<file path="src/rtl/sar_search.sv">
// Successive-approximation search controller: drives trial codes on B to an
// external magnitude comparator and resolves the unknown operand A bit by bit.
module sar_search #(
  parameter int WIDTH = 8
) (
  input  logic             clk,
  input  logic             rst,
  input  logic             start,
  output logic [WIDTH-1:0] B,
  input  logic             A_lt_B,
  input  logic             A_gt_B,
  input  logic             A_eq_B,
  output logic             busy,
  output logic             done,
  output logic [WIDTH-1:0] result,
  output logic             found,
  output logic             err
);

  localparam int IDX_W = $clog2(WIDTH);

  typedef enum logic {IDLE, TEST} state_t;

  state_t           state;
  logic [WIDTH-1:0] acc;
  logic [IDX_W-1:0] idx;

  logic [WIDTH-1:0] bit_cur;
  logic [WIDTH-1:0] bit_nxt;
  logic [WIDTH-1:0] acc_n;
  logic             flags_ok;

  // Decision for the bit under test; the next trial bit sits one position lower.
  always_comb begin
    bit_cur  = WIDTH'(1) << idx;
    bit_nxt  = bit_cur >> 1;
    acc_n    = A_gt_B ? (acc | bit_cur) : acc;
    flags_ok = $onehot({A_lt_B, A_gt_B, A_eq_B});
  end

  always_ff @(posedge clk or posedge rst) begin
    if (rst) begin
      state  <= IDLE;
      acc    <= '0;
      idx    <= '0;
      B      <= '0;
      busy   <= 1'b0;
      done   <= 1'b0;
      result <= '0;
      found  <= 1'b0;
      err    <= 1'b0;
    end else begin
      done <= 1'b0;
      case (state)
        IDLE: begin
          if (start) begin
            acc    <= '0;
            idx    <= IDX_W'(WIDTH - 1);
            B      <= {1'b1, {(WIDTH-1){1'b0}}};
            busy   <= 1'b1;
            found  <= 1'b0;
            err    <= 1'b0;
            result <= '0;
            state  <= TEST;
          end
        end
        TEST: begin
          if (!flags_ok) begin
            err    <= 1'b1;
            found  <= 1'b0;
            result <= '0;
            done   <= 1'b1;
            busy   <= 1'b0;
            state  <= IDLE;
          end else if (A_eq_B) begin
            result <= B;
            found  <= 1'b1;
            done   <= 1'b1;
            busy   <= 1'b0;
            state  <= IDLE;
          end else if (idx == '0) begin
            // Last bit decided without an exact hit (only possible for A == 0).
            result <= acc_n;
            found  <= 1'b0;
            done   <= 1'b1;
            busy   <= 1'b0;
            state  <= IDLE;
          end else begin
            acc <= acc_n;
            idx <= idx - 1'b1;
            B   <= acc_n | bit_nxt;
          end
        end
        default: state <= IDLE;
      endcase
    end
  end

endmodule
</file>
<file path="config.mk">
export PLATFORM = sky130hd
export DESIGN_NAME = sar_search
export DESIGN_NICKNAME = d
export VERILOG_FILES = /design/src/rtl/sar_search.sv
export SDC_FILE = /design/constraint.sdc
export NUM_CORES = 1
export LEC_CHECK = 0
export CAP_MARGIN = 40
export CORE_MARGIN = 2
export CORE_UTILIZATION = 49
export CTS_BUF_LIST = sky130_fd_sc_hd__clkbuf_4
export CTS_CLUSTER_DIAMETER = 100
export DETAILED_ROUTE_END_ITERATION = 12
export PLACE_DENSITY_LB_ADDON = 0.3
export SLEW_MARGIN = 20
export SYNTH_ARGS = -nofsm -noshare
export SYNTH_HDL_FRONTEND = slang
export SYNTH_SLANG_ARGS = --single-unit
</file>
<file path="constraint.sdc">
create_clock -name clk -period 1.5 [get_ports clk]
set_input_delay 0.225 -clock clk [delete_from_list [all_inputs] [get_ports clk]]
set_output_delay 0.225 -clock clk [all_outputs]
set_load 0.01 [all_outputs]
</file>
; Word-level counts from Yosys, hierarchy flattened
; Cells that the tools add are included.
[word_totals]
word_cells = 67
output_inout_bits = 20
regBits = 32
[classes]
n_mux = 40
n_shift = 1
n_addsub = 3
n_eq_ne = 7
reduce_logical = 4
bitwise = 3
[ops]
columns = operator, n
row1 = 8-bit two-way mux, 12
row2 = 8-bit case mux with 2 select lines, 3
row3 = 1-bit two-way mux, 16
row4 = 3-bit two-way mux, 4
row5 = 2-bit != test (second input constant), 4
row6 = 8-bit by 7-bit OR with 8-bit output, 1
row7 = 8-bit OR, 1
row8 = 1-bit case mux with 2 select lines, 4
row9 = 1-bit by 3-bit << shifter with 8-bit output (first input constant), 1
row10 = 3-bit case mux with 2 select lines, 1
row11 = 4-bit by 3-bit != test with 1-bit output (second input constant), 1
row12 = 2-bit AND reduction, 2
row13 = 4-bit AND reduction, 1
row14 = 3-bit zero test, 1
row15 = 3-bit by 1-bit subtractor with 3-bit output (second input constant), 1
row16 = 1-bit by 1-bit adder with 2-bit output, 1
row17 = 2-bit by 1-bit adder with 2-bit output, 1
row18 = 2-bit by 1-bit equality test with 1-bit output (second input constant), 1
row19 = 2-bit by 1-bit != test with 1-bit output (second input constant), 1
row20 = 1-bit inverter, 1

; Depth between registers and ports, before layout
; Gate-level depths: netlist of run 1.
[depth]
word_depth = 8
mapped_depth = 7
mapped_depth_nobuf = 6

; Worst setup path before layout of run 1
; No wires, ideal clock.
[synth_timing]
kind = input -> register
from = input port A_lt_B
to = register result[0]
arrival_ns = 1.653
stages = 6
required_ns = 1.375
path_slack_ns = -0.278
setup_ns = 0.125
path_cell_list = inv_1 -> fa_1 -> nor3b_4 -> a21bo_4 -> nand2_8 -> mux2_4
[synth_between]
elab_chain_len = 4
elab_cells_between_ends = 6
[synth_rtl]
columns = element, line_no
row1 = from (decl), 10  ; input logic A_lt_B,
row2 = 2-bit by 1-bit adder with 2-bit output (not written as such) *, 38  ; flags_ok = $onehot({A_lt_B, A_gt_B, A_eq_B});
row3 = 2-bit by 1-bit equality test with 1-bit output *, 38
row4 = 4-bit by 3-bit != test with 1-bit output (no source line) / 8-bit two-way mux (equally long branches), n/a
row5 = 2-bit AND reduction (no source line) / 8-bit case mux with 2 select lines (equally long branches), n/a
row6 = to (signal assigned), 83  ; result <= acc_n;
row7 = to (decl), 15  ; output logic [WIDTH-1:0] result,
; Mark *: on every way between the ends. The rest lies on a longest branch, timed or not.
; A chain may end at the register's enable or synchronous reset.

; Worst setup path after layout of run 1
[layout_timing]
from = input port A_gt_B
to = register result[7]
[layout_between]
elab_chain_len = 5
elab_cells_between_ends = 10
[layout_rtl]
columns = element, line_no
row1 = from (decl), 11  ; input logic A_gt_B,
row2 = 1-bit by 1-bit adder with 2-bit output (not written as such) / 8-bit two-way mux (equally long branches), "38, 37"
row3 = 2-bit by 1-bit adder with 2-bit output (not written as such) / 8-bit two-way mux (equally long branches), "38, 81"
row4 = 2-bit by 1-bit equality test with 1-bit output / 8-bit two-way mux (equally long branches), "38, 75"
row5 = 4-bit by 3-bit != test with 1-bit output (no source line) / 8-bit two-way mux (equally long branches), n/a
row6 = 2-bit AND reduction (no source line) / 8-bit case mux with 2 select lines (equally long branches), n/a
; Parallel ways exist; a longest one is shown, timed or not. The select of a mux whose other input is x is not followed.

==> results of run 1 <==
[layout make-up]
type / instances / area [sq um] / share of cell area (%)
multi-input combinational: 103 / 790 / 34.6
inverter: 9 / 41.3 / 1.81
tap: 44 / 55.1 / 2.41
timing repair buffer: 52 / 543 / 23.8
clock inverter: 1 / 5.00 / 0.220
sequential: 32 / 801 / 35.1
clock buffer: 6 / 45.0 / 1.98
[cell usage in the layout (no fill, tap or decap), drive strengths merged]
cell type / count
a32o: 1
a31oi: 4
nor3: 4
mux2: 7
o211ai: 1
fa: 1
clkinv: 1
and3: 1
dlymetal6s2s: 13
nand2: 22
nor3b: 1
and2: 2
a21oi: 16
nor2b: 2
dlygate4sd2: 4
nand3: 3
inv: 9
or2b: 1
nand2b: 2
o21ai: 14
buf: 28
nor2: 7
clkbuf: 8
a21boi: 1
a31o: 5
a21bo: 1
ha: 5
and4b: 1
a211oi: 1
clkdlybuf4s50: 5
dfrtp: 32
[kinds of logic (layout without fill, tap and decap cells)]
| family | after synthesis | count (layout) | share of synthesized area (%) |
|---|---|---|---|
| AOI/OAI and AO/OA | 44 | 44 | 16.7 |
| and+or+nand+nor | 46 | 46 | 16.0 |
| adders and majority gates | 6 | 6 | 5.16 |
| buffers and inverters | 16 | 68 | 5.55 |
| muxes | 7 | 7 | 6.57 |
| DFF | 32 | 32 | 50.0 |
[power breakdown]
| part | total, mW | switching [mW] | internal, mW |
|---|---|---|---|
| sequential | 0.939 | 0.0345 | 0.904 |
| clock | 0.473 | 0.283 | 0.190 |
| combinational | 0.451 | 0.219 | 0.232 |
[metrics by stage]
stage          instances  util, %  TNS (ns)
2_1_floorplan        151        -     -4.57
3_3_place_gp         234     66.2    -24.51
3_5_place_dp         234     66.2    -25.22
4_1_cts              242     69.4    -0.125
5_1_grt              247     74.1    -0.522
6_report             247     74.1    -0.194
[worst max-delay path by stage]
| stage | startpoint | to | slack, ns | depth (start not counted) |
|---|---|---|---|---|
| after floorplan | A_eq_B | result[0]$_DFFE_PP0P_ | -0.26 | 6 |
| after global placement | A_eq_B | result[7]$_DFFE_PP0P_ | -0.92 | 7 |
| after detailed placement | A_eq_B | result[7]$_DFFE_PP0P_ | -0.95 | 7 |
| after global routing | idx[0]$_DFFE_PP0P_ | result[2]$_DFFE_PP0P_ | -0.07 | 6 |
| after CTS | A_eq_B | result[3]$_DFFE_PP0P_ | -0.02 | 7 |
| final | A_gt_B | result[7]$_DFFE_PP0P_ | -0.03 | 8 |
[repair_timing]
action | 4_1_cts | 5_1_grt
resized for setup | 31 | 25
cloned | 0 | 2
setup endpoints to repair | 35 | 36
setup buffers | 1 | 3
pin swaps | 7 | 2
[sequential cells by signal (all words and copies together), names as in the netlist]
signal,count
busy,1
result,8
state,1
acc,8
idx,3
done,1
B,8
found,1
err,1
[metal layers]
| metal | wire length [um] | vias up | global-route usage [%] |
|---|---|---|---|
| met5 | 0 | - | 0 |
| li1 | - | 625 | - |
| met4 | 56 | 0 | 7.45 |
| met2 | 2000 | 31 | 34.7 |
| met1 | 1680 | 647 | 27.0 |
| met3 | 167 | 5 | 5.67 |
[worst max-delay path, stage by stage]
cell	delay [ns]
buf_6	0.07
inv_2	0.03
fa_2	0.60
nor3b_4	0.06
buf_6	0.12
a21bo_4	0.24
nand2_8	0.11
mux2_4	0.30
==> impl_metrics.json, run 1 <==
{
  "synth_top_cell_by_area": "dfrtp_1",
  "cts_max_path_buffers": 2,
  "clock_latency_ns": 0.34,
  "cts_tree": "built",
  "synth_top_area_share_pct": 50.0,
  "final_hold_viol_count": 0,
  "finalMaxSlewViolations": 0,
  "rr_startpoint": "idx[0]$_DFFE_PP0P_",
  "die_height_um": 61.1,
  "dp_slack_ns": -0.948,
  "arrival_ns": 1.76,
  "max_freq_mhz": 654,
  "grt_first_pass_wirelength_um": 5690,
  "hold_class": "in -> async",
  "synth_area_sq_um": 1600,
  "syn_inst": 151,
  "reg2reg_slack_ns": 0.01,
  "min_period_over_period_pct": 102,
  "gp_congestion": 0.900,
  "post-synth-top-count-cell": "dfrtp_1",
  "grt_max_degree": 33,
  "nNetsFinal": 215,
  "wl_um": 3900,
  "core_sq_um": 3080,
  "numPortBuffers": 25,
  "end_kind": "flip-flop",
  "diodes": 0,
  "fp.dieW_um": 61.1,
  "ys_ff_latch": 32,
  "first_pass_iters": 4,
  "crit_required_ns": 1.73,
  "cts_hold_buf": 0,
  "cts_sinks": 32,
  "r2r_end": "result[6]$_DFFE_PP0P_",
  "rsz0062_at_grt": "yes",
  "fin_total_pwr_mw": 1.86,
  "drive_above_1_share_pct": 37.9,
  "violations": "negative setup slack",
  "grt_usage_pct": 21.2,
  "postSynthAreaPerCell_sq_um": 10.6,
  "seq_area_frac_synth_pct": 50.0,
  "fin_crit_ns": 1.53,
  "r2r.worst_path.cells": 6,
  "drc_errors": 0,
  "synth_cell_types": 33,
  "critical_path_class": "in -> reg",
  "vias_per_cell": 5.30,
  "cp_max_fo": 7,
  "relSlewSlack_pct": 73.7,
  "synth_top_flop_cell": "dfrtp_1",
  "dieArea_sq_um": 3740,
  "vias": 1308,
  "antenna_found_initial": 0,
  "startpoint_type": "input pin",
  "worst_pin_slew_ns": 0.394,
  "ir_worst_vdd_uv": 469,
  "drtIter0Drc": 79,
  "wl_per_cell_um": 15.8,
  "power.leakage_nw": 1.27,
  "syn_to_final_growth_pct": 42.5,
  "ioPinCount": 26,
  "antenna_left": 0,
  "cts_root_buf": "clkbuf_4",
  "yosys_warnings": 0,
  "setup_viol": 8,
  "place_area_sq_um": 2040,
  "gr-total-overflow": 0,
  "fp-row-count": 20,
  "ys_top_cells_by_count": "dfrtp_1 (32), nand2_1 (21), a21oi_1 (16)",
  "cap_violations": 0,
  "synth_nets": 163,
  "yosys-top-cells-area": "dfrtp_1 (50%), mux2_4 (6.6%), a21oi_1 (5.0%), nand2_1 (4.9%), o21ai_0 (4.4%)",
  "stdcell_area_sq_um": 2280,
  "fillers": 229,
  "setup_ws_ns": -0.0289,
  "grt_pass1_vias": 1189,
  "finClkSkew_ns": 0.00917,
  "synth_edf_count": 0,
  "cts_buffers": 5,
  "ys_async_sr_fraction_pct": 100,
  "hpwl_um": 2480,
  "status": "complete, but fails checks",
  "htree_levels": 2,
  "power_density_nw_per_um2": 817,
  "holdWs_ns": 0.273,
  "path_clk_slew_ns": 0.09,
  "start_util_pct": 52.0
}
Power figures use the tool's default switching activity.
==> inputs of run 2 (changes only) <==
- ABC_CLOCK_PERIOD_IN_PS: default -> 1500
==> results of run 2 <==
Final layout, timing and power as in run 1 (identical DEF).
==> inputs of run 3 (changes only) <==
--- a/constraint.sdc
+++ b/constraint.sdc
@@ -3,2 +3,2 @@
 set_output_delay 0.225 -clock clk [all_outputs]
-set_load 0.01 [all_outputs]
+set_load 0.02 [all_outputs]
==> impl_metrics.json, run 3 (synthesized netlist as in run 1, its figures left out) <==
{
  "cp_max_fo": 7,
  "fin_total_pwr_mw": 1.87,
  "grt_max_degree": 33,
  "antenna_found_initial": 0,
  "combPwrFrac_pct": 23.5,
  "cap_violations": 0,
  "power_density_nw_per_um2": 864,
  "startpoint_type": "input pin",
  "fp.dieW_um": 61.1,
  "gr-total-overflow": 0,
  "fin_util_pct": 70.2,
  "path_clk_slew_ns": 0.09,
  "dp_slack_ns": -0.939,
  "max_freq_mhz": 659,
  "wl_per_cell_um": 14.5,
  "cts_hold_buf": 0,
  "stdcell_area_sq_um": 2160,
  "final_cell_mix": "dfrtp_1 (32), buf_4 (21), nand2_1 (20)",
  "status": "complete, but fails checks",
  "worst_pin_slew_ns": 0.395,
  "grt_pass1_vias": 1229,
  "setup_viol": 7,
  "nNetsFinal": 210,
  "drtIter0Drc": 56,
  "r2r_end": "result[3]$_DFFE_PP0P_",
  "min_period_over_period_pct": 101,
  "first_pass_iters": 4,
  "finClkSkew_ns": 0.00594,
  "grt_first_pass_wirelength_um": 5760,
  "holdWs_ns": 0.273,
  "layout_commonest_cell": "dfrtp_1",
  "htree_levels": 2,
  "dieArea_sq_um": 3740,
  "hpwl_um": 2610,
  "ir_worst_vdd_uv": 477,
  "diodes": 0,
  "rsz0062_at_grt": "yes",
  "cts_root_buf": "clkbuf_4",
  "end_kind": "flip-flop",
  "max_stage_delay_ns": 0.49,
  "cts_tree": "built",
  "ioPinCount": 26,
  "syn_to_final_growth_pct": 34.9,
  "core_sq_um": 3080,
  "switchingPower_uw": 548,
  "final_hold_viol_count": 0,
  "p_seq_share_pct": 50.1,
  "wl_um": 3530,
  "reg_top3": "B (8), acc (8), result (8)",
  "reg2reg_slack_ns": 0.03,
  "cts_buffers": 5,
  "critical_path_class": "in -> reg",
  "crit_chain": "buf_8, inv_8, fa_2, nor3b_4, a21bo_4, nand2_8, mux2_4",
  "numPortBuffers": 25,
  "clock_latency_ns": 0.34,
  "hold_class": "in -> async",
  "cts_max_path_buffers": 2,
  "setup_ws_ns": -0.0171,
  "start_util_pct": 52.0,
  "gp_congestion": 0.805,
  "grt_usage_pct": 21.4,
  "fp-row-count": 20,
  "slowest_stage": "fa_2",
  "p_clk_share_pct": 26.4,
  "antenna_left": 0,
  "crit_required_ns": 1.73,
  "violations": "negative setup slack",
  "die_height_um": 61.1,
  "drive_above_1_share_pct": 37.2,
  "drc_errors": 0,
  "place_area_sq_um": 2040,
  "relSlewSlack_pct": 73.6,
  "fin_crit_ns": 1.52,
  "vias_per_cell": 5.37,
  "p_int_mw": 1.32,
  "switching_share_pct": 29.4,
  "finalMaxSlewViolations": 0,
  "vias": 1306,
  "arrival_ns": 1.74,
  "cts_sinks": 32,
  "power.leakage_nw": 1.08,
  "r2r.worst_path.cells": 6,
  "rr_startpoint": "idx[0]$_DFFE_PP0P_"
}
## run 3: power by group through the flow
stage	clock [mW]	sequential (mW)	combinational, mW
6_report	0.492	0.935	0.438
5_1_grt	0.544	0.940	0.478
4_1_cts	0.505	0.933	0.421
3_5_place_dp	0	0.951	0.425
3_3_place_gp	0	0.948	0.416
2_1_floorplan	0	0.990	0.206
## run 3: stage by stage
stage | cells | setup TNS (ns)
floorplan | 151 | -4.57
global placement | 235 | -24.26
detailed placement | 235 | -25.82
CTS | 243 | -0.0105
global route | 243 | -0.332
finish | 243 | -0.0993
## run 3: what timing repair did
item | CTS | global route
setup buffers | 0 | 0
setup endpoints to repair | 50 | 20
pin swaps | 4 | 0
resized for setup | 46 | 17
## run 3: final cells by class
class | count | area [sq um]
Multi-Input combinational cell | 103 | 790
Clock inverter | 1 | 3.75
Timing Repair Buffer | 47 | 414
Sequential cell | 32 | 801
Inverter | 9 | 43.8
Clock buffer | 7 | 52.6
Fill cell | 229 | 918
Tap cell | 44 | 55.1
## run 3: critical path, delay by kind of cell
kind | cells | cell delay [ns]
adder cells (fa/ha/maj) | 1 | 0.49
AND/OR/NAND/NOR | 2 | 0.40
multiplexers | 1 | 0.30
AO/OA/AOI/OAI | 1 | 0.21
buffers and inverters | 2 | 0.12
## run 3: metal layers
metal	share of wire, %	wire length [um]	track usage (%)	vias up
met4	1.9	67	7.45	0
met5	0	0	0	-
li1	-	-	-	613
met3	4.0	141	5.67	9
met2	50	1750	34.7	37
met1	44	1570	27.8	647
## run 3: worst max-delay path by stage
stage,startpoint,endpoint,slack [ns]
floorplan,A_eq_B,result[0]$_DFFE_PP0P_,-0.26
global placement,A_eq_B,result[0]$_DFFE_PP0P_,-0.89
detailed placement,A_eq_B,result[7]$_DFFE_PP0P_,-0.94
CTS,idx[0]$_DFFE_PP0P_,result[3]$_DFFE_PP0P_,-0.005
global route,A_eq_B,result[3]$_DFFE_PP0P_,-0.04
finish,A_eq_B,result[3]$_DFFE_PP0P_,-0.02
==> RTL change 1 (settings of run 1) <==
The parameter `WIDTH` goes from 8 to 16.
--- a/src/rtl/sar_search.sv
+++ b/src/rtl/sar_search.sv
@@ -2,5 +2,5 @@
 // external magnitude comparator and resolves the unknown operand A bit by bit.
 module sar_search #(
-  parameter int WIDTH = 8
+  parameter int WIDTH = 16
 ) (
   input  logic             clk,
Ports: changed (resized B and result); port bits go from 26 to 42. The function was not compared with the original's and may differ.
==> RTL change 1 against run 1 <==
The run still ends with negative setup slack left. Critical path type is now reg -> reg. Design area rose by 87%. Sequential cell count is 25 higher. Synthesized cell count increased by 79%. Power up 81%. Combinational power rose by 60%. Synthesized area up 84%. Fmax is 11% lower. Via count increased by 100%. Routed wire length increased by 120%. Largest power group unchanged. Worst setup slack lost 0.19 ns. Worst hold slack got worse by 0.038 ns. Largest cell class is now multi-input gates. Register-to-register slack got worse by 0.23 ns.
==> RTL change 1: results (changes against run 1) <==
drt wl/cell=19.3 µm (was 15.8 µm); synthesis-to-layout area growth=44.5% (was 42.5%); status=complete, but fails checks (unchanged); failing checks=negative setup slack (unchanged); Lkg Pwr=2.09 nW (was 1.27 nW); met3 Resource Use GR=6.04% (was 5.67%); Reg area=1430 µm² (was 801 µm²); Worst path top cell family by delay=buffers and inverters (was adder cells); post_cts resized=77 (was 31); post-synthesis sequential area ratio=48.4% (was 50.0%); Max stage delay cell, worst path=dfrtp_1 (was fa_2); maximum fanout along the worst path=5 (was 7); slowest stage delay, CP=0.41 ns (was 0.60 ns); most frequent cells after synthesis=57 x dfrtp_1, 19 x nand2_1, 16 x mux2i_1 (was 32 x dfrtp_1, 21 x nand2_1, 16 x a21oi_1); clock latency on the worst-skew pair=0.41 ns (was 0.34 ns); mux cell area share after synthesis=6.58% (was 6.57%); Max-slew headroom=65.0% (was 73.7%); Mapped Cells=271 (was 151); NonClk Buf Share=22.9% (was 23.8%); Fin Clk Skew=0.0165 ns (was 0.00917 ns); compound-gate portion of the synthesized area=21.0% (was 16.7%); Post-Route WL=8540 µm (was 3900 µm); endpoints failing setup=53 (was 8); WL met1=3550 µm (was 1680 µm); hold_ws=0.235 ns (was 0.273 ns); Synth Area in Adders=2.80% (was 5.16%); Seq cells post-synth=57 (was 32); initial drt markers=153 (was 79); global-route wire length before repair=13300 µm (was 5690 µm); FILL cells=393 (was 229); footprint of the multi-input gates=1590 µm² (was 790 µm²); fin worst setup slack=-0.216 ns (was -0.0289 ns); largest net degree at the start of global routing=58 (was 33); GRT met1 Usage=35.6% (was 27.0%)
-- RTL change 1: cell types whose count changed in the layout (fill, tap and decap cells not counted), sizes merged, moves of 6 or more --
cell,change
o21ai,-9
dfrtp,+25
a32o,+9
nor4,+8
buf,+38
mux2i,+16
dlymetal6s2s,-12
o21a,+7
dlygate4sd2,+31
nand2b,+10
a211oi,+6
a22o,+7
-- RTL change 1: power by group --
| group | internal [mW] | leakage (nW) | total, mW | switching [mW] |
|---|---|---|---|---|
| registers | 1.58 | 0.762 | 1.62 | 0.0375 |
| clock network | 0.476 | 0.0688 | 1.03 | 0.553 |
| logic | 0.343 | 1.26 | 0.721 | 0.378 |
| total | 2.40 | 2.09 | 3.37 | 0.969 |
-- RTL change 1: logic make-up after synthesis --
| logic type | Yosys count |
|---|---|
| muxes | 19 |
| DFF | 57 |
| buffers and inverters | 37 |
| AOI/OAI and AO/OA | 78 |
| and+or+nand+nor | 74 |
| adders and majority gates | 6 |
==> RTL change 2 (settings of run 1) <==
Made on the original files. Register the output `result` once more, cleared by the reset; this adds one clock of latency there. The other outputs are not delayed to match.
--- a/src/rtl/sar_search.sv
+++ b/src/rtl/sar_search.sv
@@ -21,4 +21,6 @@
 
   typedef enum logic {IDLE, TEST} state_t;
+
+  logic [WIDTH-1:0] result_s0;
 
   state_t           state;
@@ -47,5 +49,5 @@
       busy   <= 1'b0;
       done   <= 1'b0;
-      result <= '0;
+      result_s0 <= '0;
       found  <= 1'b0;
       err    <= 1'b0;
@@ -61,5 +63,5 @@
             found  <= 1'b0;
             err    <= 1'b0;
-            result <= '0;
+            result_s0 <= '0;
             state  <= TEST;
           end
@@ -69,10 +71,10 @@
             err    <= 1'b1;
             found  <= 1'b0;
-            result <= '0;
+            result_s0 <= '0;
             done   <= 1'b1;
             busy   <= 1'b0;
             state  <= IDLE;
           end else if (A_eq_B) begin
-            result <= B;
+            result_s0 <= B;
             found  <= 1'b1;
             done   <= 1'b1;
@@ -81,5 +83,5 @@
           end else if (idx == '0) begin
             // Last bit decided without an exact hit (only possible for A == 0).
-            result <= acc_n;
+            result_s0 <= acc_n;
             found  <= 1'b0;
             done   <= 1'b1;
@@ -97,3 +99,11 @@
   end
 
+  always_ff @(posedge clk or posedge rst) begin
+    if (rst) begin
+      result <= '0;
+    end else begin
+      result <= result_s0;
+    end
+  end
+
 endmodule
Formal check against the unedited RTL: not equivalent (Yosys sat finds a counterexample within 4 cycles, from zero or initial values and one cycle with rst high).
==> RTL change 2 against run 1 <==
Worst setup slack better by 0.038 ns. Cell count is 3.6% higher. Design area is 13% higher. Global-route usage is 1.1 points higher. Clock skew is 0.0033 ns lower. First-iteration DRC count is 15% lower. Sequential power is 24% higher. Routed wire length is 9.0% higher. Critical path depth stayed put. Sequential cell count is 8 higher. Sequential share of layout area is 3.9 points higher. Synthesized area is 17% higher. Power is 26% higher. Largest cell class unchanged.
==> RTL change 2: results (changes against run 1) <==
Post-Route WL=4250 µm (was 3900 µm); Detail Route met3 WL=176 µm (was 167 µm); Arrival @ worst endpoint=1.79 ns (was 1.76 ns); met3 Resource Use GR=4.77% (was 5.67%); largest net degree at the start of global routing=41 (was 33); Lkg Pwr=1.30 nW (was 1.27 nW); GRT met1 Usage=30.6% (was 27.0%); Inserted Diodes=0 (unchanged); initial drt markers=67 (was 79); Placer Congestion=0.847 (was 0.900); maximum fanout along the worst path=9 (was 7); htree depth=2 (unchanged); met2 usage=36.0% (was 34.7%); post-route cell area=2570 µm² (was 2280 µm²); Max stage delay cell, worst path=fa_1 (was fa_2); Peak supply drop=0.519 mV (was 0.469 mV); status=finished, final reports clean (was complete, but fails checks); drt wl/cell=16.6 µm (was 15.8 µm); Worst Tran Pin Value=0.347 ns (was 0.394 ns); WL met1=1940 µm (was 1680 µm); # placed instances=239 (was 234); layout cells sized above 1=32.2% (was 37.9%); FILL cells=270 (was 229); asr flop ratio synth=100% (unchanged); synth unique cells=30 (was 33); vias in the first global route=1432 (was 1189); met2 routed WL=2080 µm (was 2000 µm); GRT Overall Usage=22.3% (was 21.2%); Fin Clk Skew=0.00586 ns (was 0.00917 ns); post-synthesis sequential area ratio=53.4% (was 50.0%); Synth area leaders=dfrtp_1 53%, mux2i_1 5.9%, a32o_1 4.8%, ha_1 3.3%, a22o_1 3.3% (was dfrtp_1 50%, mux2_4 6.6%, a21oi_1 5.0%, nand2_1 4.9%, o21ai_0 4.4%); hpwl dp=2810 µm (was 2480 µm); dpl cell area=2350 µm² (was 2040 µm²); pre-CTS setup slack=-0.724 ns (was -0.948 ns); syn nets=162 (was 163); fin nets=219 (was 215); Mapped Cells=150 (was 151); slowest stage delay, CP=0.48 ns (was 0.60 ns); Longest Clk Path Bufs=2 (unchanged); Vias/cell=5.47 (was 5.30); initial antenna violation count=0 (unchanged); most frequent cells after synthesis=40 x dfrtp_1, 11 x a21oi_1, 11 x inv_1, 11 x mux2i_1, 9 x a32o_1 (was 32 x dfrtp_1, 21 x nand2_1, 16 x a21oi_1); CTS clk-pin slew, worst paths=0.13 ns (was 0.09 ns); global-route wire length before repair=7200 µm (was 5690 µm); number of CTS-inserted buffers=5 (unchanged)
RTL change 2: changes by cell type in the layout (fill, tap and decap cells not counted), moves of 6 or more:
cell / delta
nand2b_1: +6
dlymetal6s2s_1: -7
nand2_1: -12
a22o_1: +7
dfrtp_1: +7
mux2i_1: +11
o21ai_0: -12
mux2_4: -7
a32o_1: +8
RTL change 2: report_power, final:
group | total (mW) | internal, mW | switching (mW) | leakage (nW)
clock network | 0.732 | 0.356 | 0.376 | 0.0418
logic | 0.457 | 0.231 | 0.225 | 0.730
registers | 1.16 | 1.12 | 0.0336 | 0.530
total | 2.34 | 1.71 | 0.635 | 1.30
RTL change 2: cell type report:
type	instances	area share (%)
Clock buffer	5	1.46
Clock inverter	3	1.80
Inverter	11	1.61
Multi-Input combinational cell	91	32.0
Sequential cell	40	39.0
Tap cell	48	2.34
Timing Repair Buffer	58	21.8
RTL change 2: tightest hold or removal path: cells and delay by family:
kind / cells / cell delay [ns]
buffers and inverters: 3 / 0.72
RTL change 2: final timing paths:
path	start	to	slack, ns	cells past startpoint
min in group clk	A_eq_B	result_s0[7]	0.25	4
max reg2reg	idx[1]	result_s0[1]	0.009	6
min reg2reg	result_s0[4]	result[4]	0.40	0
min	rst	found	0.22	3
max in group asynchronous	rst	idx[2]	1.09	3
max	A_eq_B	result_s0[1]	0.009	8
RTL change 2: kinds of logic after synthesis:
family | count (synthesis) | share of synthesized area, %
AO/OA/AOI/OAI | 42 | 18.8
adder cells (fa/ha/maj) | 6 | 4.41
buffers and inverters | 19 | 5.74
flip-flops | 40 | 53.4
multiplexers | 11 | 5.88
AND/OR/NAND/NOR | 32 | 11.8
RTL change 2: timing repair:
action	CTS	global route
setup endpoints to repair	40	31
buffers inserted	10	1
gates resized for setup	35	15
pin swaps	6	10
hold buffers	0	0
cloned	1	0
